**config.mk**
```make
export PLATFORM = sky130hd
export DESIGN_NAME = fw_loader
export DESIGN_NICKNAME = d
export VERILOG_FILES = /design/src/rtl/fw_loader.sv
export SDC_FILE = /design/constraint.sdc
export NUM_CORES = 1
export LEC_CHECK = 0
export BUFFER_PORTS_ARGS = -buffer_cell sky130_fd_sc_hd__buf_4
export CAP_MARGIN = 20
export CORE_MARGIN = 5
export CORE_UTILIZATION = 50
export DETAILED_ROUTE_END_ITERATION = 8
export PLACE_DENSITY = 0.71
export REMOVE_ABC_BUFFERS = 1
export SLEW_MARGIN = 15
export SYNTH_ARGS = -nofsm -noshare
export SYNTH_HDL_FRONTEND = slang
export SYNTH_SLANG_ARGS = --single-unit
```
**constraint.sdc**
```tcl
create_clock -name clk -period 2.33 [get_ports clk]
set_clock_uncertainty 0.2 [all_clocks]
set_input_delay 0.466 -clock clk [delete_from_list [all_inputs] [get_ports clk]]
set_output_delay 0.466 -clock clk [all_outputs]
set_load 0.02 [all_outputs]
```
**src/rtl/fw_loader.sv**
```systemverilog
// fw_loader: assembles a little-endian byte stream into instruction words, writes them to imem, then verifies a checksum before releasing the CPU
module fw_loader #(
  parameter int FW_LENGTH        = 8,
  parameter int COUNTER_WIDTH    = 12,
  parameter int INSTRUCTON_WIDTH = 32
) (
  input  logic                        clk,
  input  logic                        a_reset_n,
  input  logic                        start,
  input  logic [7:0]                  in_data,
  input  logic                        in_valid,
  output logic                        in_ready,
  output logic [COUNTER_WIDTH-1:0]    imem_address,
  output logic [INSTRUCTON_WIDTH-1:0] imem_data,
  output logic                        imem_we,
  output logic                        cpu_reset_n,
  output logic                        busy,
  output logic                        done,
  output logic                        error
);
  typedef enum logic [2:0] {IDLE, RECV, WRITE, CHECK, DONE, ERROR} state_t;
  localparam logic [COUNTER_WIDTH-1:0] LAST = COUNTER_WIDTH'(FW_LENGTH - 1);
  state_t state, state_nx;
  logic [1:0] byte_cnt;
  logic [COUNTER_WIDTH-1:0] word_cnt;
  logic [7:0] sum;
  logic [23:0] word_lo;
  logic xfer, idle_like;
  assign in_ready    = state == RECV || state == CHECK;
  assign imem_we     = state == WRITE;
  assign busy        = state == RECV || state == WRITE || state == CHECK;
  assign done        = state == DONE;
  assign error       = state == ERROR;
  assign cpu_reset_n = state == DONE;
  assign xfer        = in_valid && in_ready;
  assign idle_like   = state == IDLE || state == DONE || state == ERROR;
  always_ff @(posedge clk)
    state <= !a_reset_n ? IDLE : state_nx;
  always_comb begin
    state_nx = state;
    unique case (state)
      IDLE, DONE, ERROR: state_nx = start ? RECV : state;
      RECV:              state_nx = xfer && byte_cnt == 2'd3 ? WRITE : RECV;
      WRITE:             state_nx = word_cnt == LAST ? CHECK : RECV;
      CHECK:             state_nx = xfer ? (in_data == sum ? DONE : ERROR) : CHECK;
      default:           state_nx = IDLE;
    endcase
  end
  always_ff @(posedge clk) begin
    if (!a_reset_n) begin
      byte_cnt     <= '0;
      word_cnt     <= '0;
      sum          <= '0;
      word_lo      <= '0;
      imem_address <= '0;
      imem_data    <= '0;
    end else begin
      if (idle_like && start) begin
        byte_cnt <= '0;
        word_cnt <= '0;
        sum      <= '0;
      end
      if (state == RECV && xfer) begin
        byte_cnt <= byte_cnt + 2'd1;
        sum      <= sum + in_data;
        if (byte_cnt != 2'd3)
          word_lo[{byte_cnt, 3'b000} +: 8] <= in_data;
        else begin
          imem_data    <= INSTRUCTON_WIDTH'({in_data, word_lo});
          imem_address <= word_cnt << 2;
        end
      end
      if (state == WRITE)
        word_cnt <= word_cnt + 1'b1;
    end
  end
endmodule

```
==> impl_metrics.tcl <==
set metrics [dict create \
    synth-adder-area-share_pct 4.46 \
    yosysWarnings 0 \
    hpwl_um 6360 \
    grt.overflow.total 0 \
    grt_pass1_wl_um 15400 \
    path_max_fanout 9 \
    io_buffers 59 \
    num_vias 3473 \
    drv_slew 0 \
    fin_nets 567 \
    first_iter_violations 135 \
    tns_ns 0 \
    multi_input_area_um2 2110 \
    h-tree-depth 3 \
    leakage_nw 1.84 \
    grt_pass1_vias 3314 \
    synth.mux.area_fraction_pct 0.733 \
    cts_buffers 9 \
    relSlewSlack_pct 54.3 \
    cts.sinks 91 \
    drt_pass1_iterations 5 \
    start_util_pct 50.6 \
    clockBufferDepth 2 \
    dieArea_um2 10100 \
    netlist_area_um2 4100 \
    fin_util_pct 60.1 \
    status "complete, no violations" \
    register_area_um2 1820 \
    grt_usage_pct 18.6 \
    wl_per_cell_um 13.9 \
    slowest_delay_ns 0.48 \
    synthTopCellsByArea "dfxtp_1 (44%), a21boi_0 (12%), nand2_1 (11%), nand3_1 (4.2%), ha_1 (4.0%)" \
    wirelength_um 9080 \
    die_x_um 101 \
    boundaryPins 62 \
    hold_viol_final 0 \
    ctsRootBufferMaster "clkbuf_8" \
    worstPathArrival_ns 1.60 \
    post-route-period-util_pct 97.1 \
    antenna_cells 0 \
    timing.rr.start "sum[0]$_SDFFE_PN0P_" \
    yosys.area_share.simple_pct 24.8 \
    dieHeight_um 101 \
    antenna_found_initial 0 \
    critPathLaunchType "flop" \
    rsz0062_at_grt "no" \
    core_um2 8090 \
    clk_latency_ns 0.36 \
    cp_cell_sequence "or3b_4 > inv_2 > buf_4" \
    drive_gt1_share_pct 17.2 \
    ctsHoldBuffers 0 \
    synthTopCellsByCount "nand2_1 (125), dfxtp_1 (91), a21boi_0 (68), nand3_1 (34), nor2_1 (20)" \
    synthXorXnorAreaFrac_pct 1.07 \
    syn_avg_cell_area_um2 8.38 \
    rrSetupSlack_ns 0.29 \
    yosysTopAreaCellShare_pct 44.4 \
    maxCapViolations 0 \
    power_density_nw_per_um2 620 \
    gp_congestion 0.872 \
    drc_errors 0 \
    cp.required_ns 1.66 \
    end_kind "output port" \
    synth_cells 489 \
    ys_seq_elements 91 \
    vias_per_cell 5.33 \
    period_minus_slack_ns 2.26 \
    fillers 760 \
    synth-edff-count 0 \
    synth_ff_type "dfxtp_1" \
    setup_viol 0 \
    synth_most_common_cell "nand2_1" \
    worstRegToRegCells 7 \
    grt_start_max_net_pins 58 \
    synth_compound_area_share_pct 20.1 \
    ir_drop_mv 0.315 \
    fmax_ghz 0.442 \
    min_delay_path_depth 3 \
    clk_pin_slew_ns 0.10 \
    max_slew.worst_pin.slew_ns 0.682 \
    slowest_stage "or3b_4" \
    r2r_end "sum[6]$_SDFFE_PN0P_" \
    synth.distinct_cells 53 \
    yosysTopAreaCell "dfxtp_1" \
    syn_to_final_growth_pct 18.7 \
    hold_path.class "in2reg" \
    hold_end "imem_data[27]$_SDFFE_PN0P_" \
    ant_nets 0 \
    rows 33 \
    cts_tree "built" \
    min-delay-start "in_data[3]" \
    ys_seq_area_share_pct 44.4 \
    synthArstFlopShare_pct 0 \
    crit_type "reg2out" \
    synth_top_family_by_area "simple AND/OR/NAND/NOR gates" \
]
[through the flow]
step	total power, mW	hold slack [ns]	cell area [um^2]	instances	worst slack (ns)
2_1_floorplan	1.73	0.241	3950	459	0.187
3_3_place_gp	1.82	0.250	4630	635	0.0697
3_5_place_dp	1.82	0.258	4630	635	0.0139
4_1_cts	3.04	0.189	4860	651	0.0742
5_1_grt	3.13	0.203	4860	651	0.00197
6_report	3.02	0.194	4860	651	0.0678
[cell families after synthesis]
logic type / Yosys count
other cells: 1
flops: 91
compound gates: 115
xor+xnor: 5
simple gates: 223
fa+ha+maj: 14
mux: 3
buf+inv: 37
[cells in the final DEF (no fill, tap or decap), types with 4 or more instances in the layout]
cell	instances
a21boi_0	68
a21oi_1	8
a22oi_1	5
a31oi_1	4
and2_1	8
buf_4	70
clkbuf_8	10
dfxtp_1	91
ha_1	13
inv_1	4
nand2_1	125
nand3_1	34
nor2_1	20
nor2b_1	10
nor3b_1	5
o21ai_0	12
[final cells by class]
class                           instances  area share (%)
Clock inverter                          6            1.98
Inverter                                6           0.463
Tap cell                              105            2.70
Clock buffer                           10            2.83
Timing Repair Buffer                   71            11.2
Sequential cell                        91            37.4
Multi-Input combinational cell        362            43.4
[how the worst max path moves through the flow]
stage,cells after the start,end,slack (ns),from
CTS,3,imem_we,0.07,state[1]$_SDFFE_PN0P_
global placement,8,sum[6]$_SDFFE_PN0P_,0.07,in_data[0]
detailed placement,8,sum[6]$_SDFFE_PN0P_,0.01,in_data[0]
global route,3,imem_we,0.002,state[1]$_SDFFE_PN0P_
finish,3,imem_we,0.07,state[1]$_SDFFE_PN0P_
floorplan,4,imem_address[10]$_SDFFE_PN0P_,0.19,state[1]$_SDFFE_PN0P_
[critical path, delay by kind of cell (launching register included)]
kind	cells	cell delay (ns)
and+or+nand+nor	1	0.48
DFF	1	0.46
buffers and inverters	2	0.30
[state kept, by name, indices dropped and copies added, names as in the netlist]
name          count
word_lo          24
byte_cnt          2
sum               8
imem_address     10
imem_data        32
word_cnt         12
state             3
[power by group]
| group | switching [mW] | internal [mW] | total, mW |
|---|---|---|---|
| clock network | 0.582 | 0.647 | 1.23 |
| registers | 0.0115 | 1.57 | 1.58 |
| logic | 0.122 | 0.0865 | 0.208 |
[routing by layer]
metal  share of wire (%)  routed length (um)  GRT usage (%)  vias to the layer above
met5                   0                   0              0                        -
met2                  46                4220           29.8                       74
li1                    -                   -              -                     1765
met1                  48                4350           24.8                     1626
met4                 1.3                 117           5.91                        0
met3                 4.3                 390           4.36                        8
[what timing repair did]
item / in CTS / in global routing
buffers inserted: 0 / 0
setup endpoints to repair: 1 / 0
gates resized for setup: 1 / 0
No activity file was read; power rests on OpenSTA's default activity.
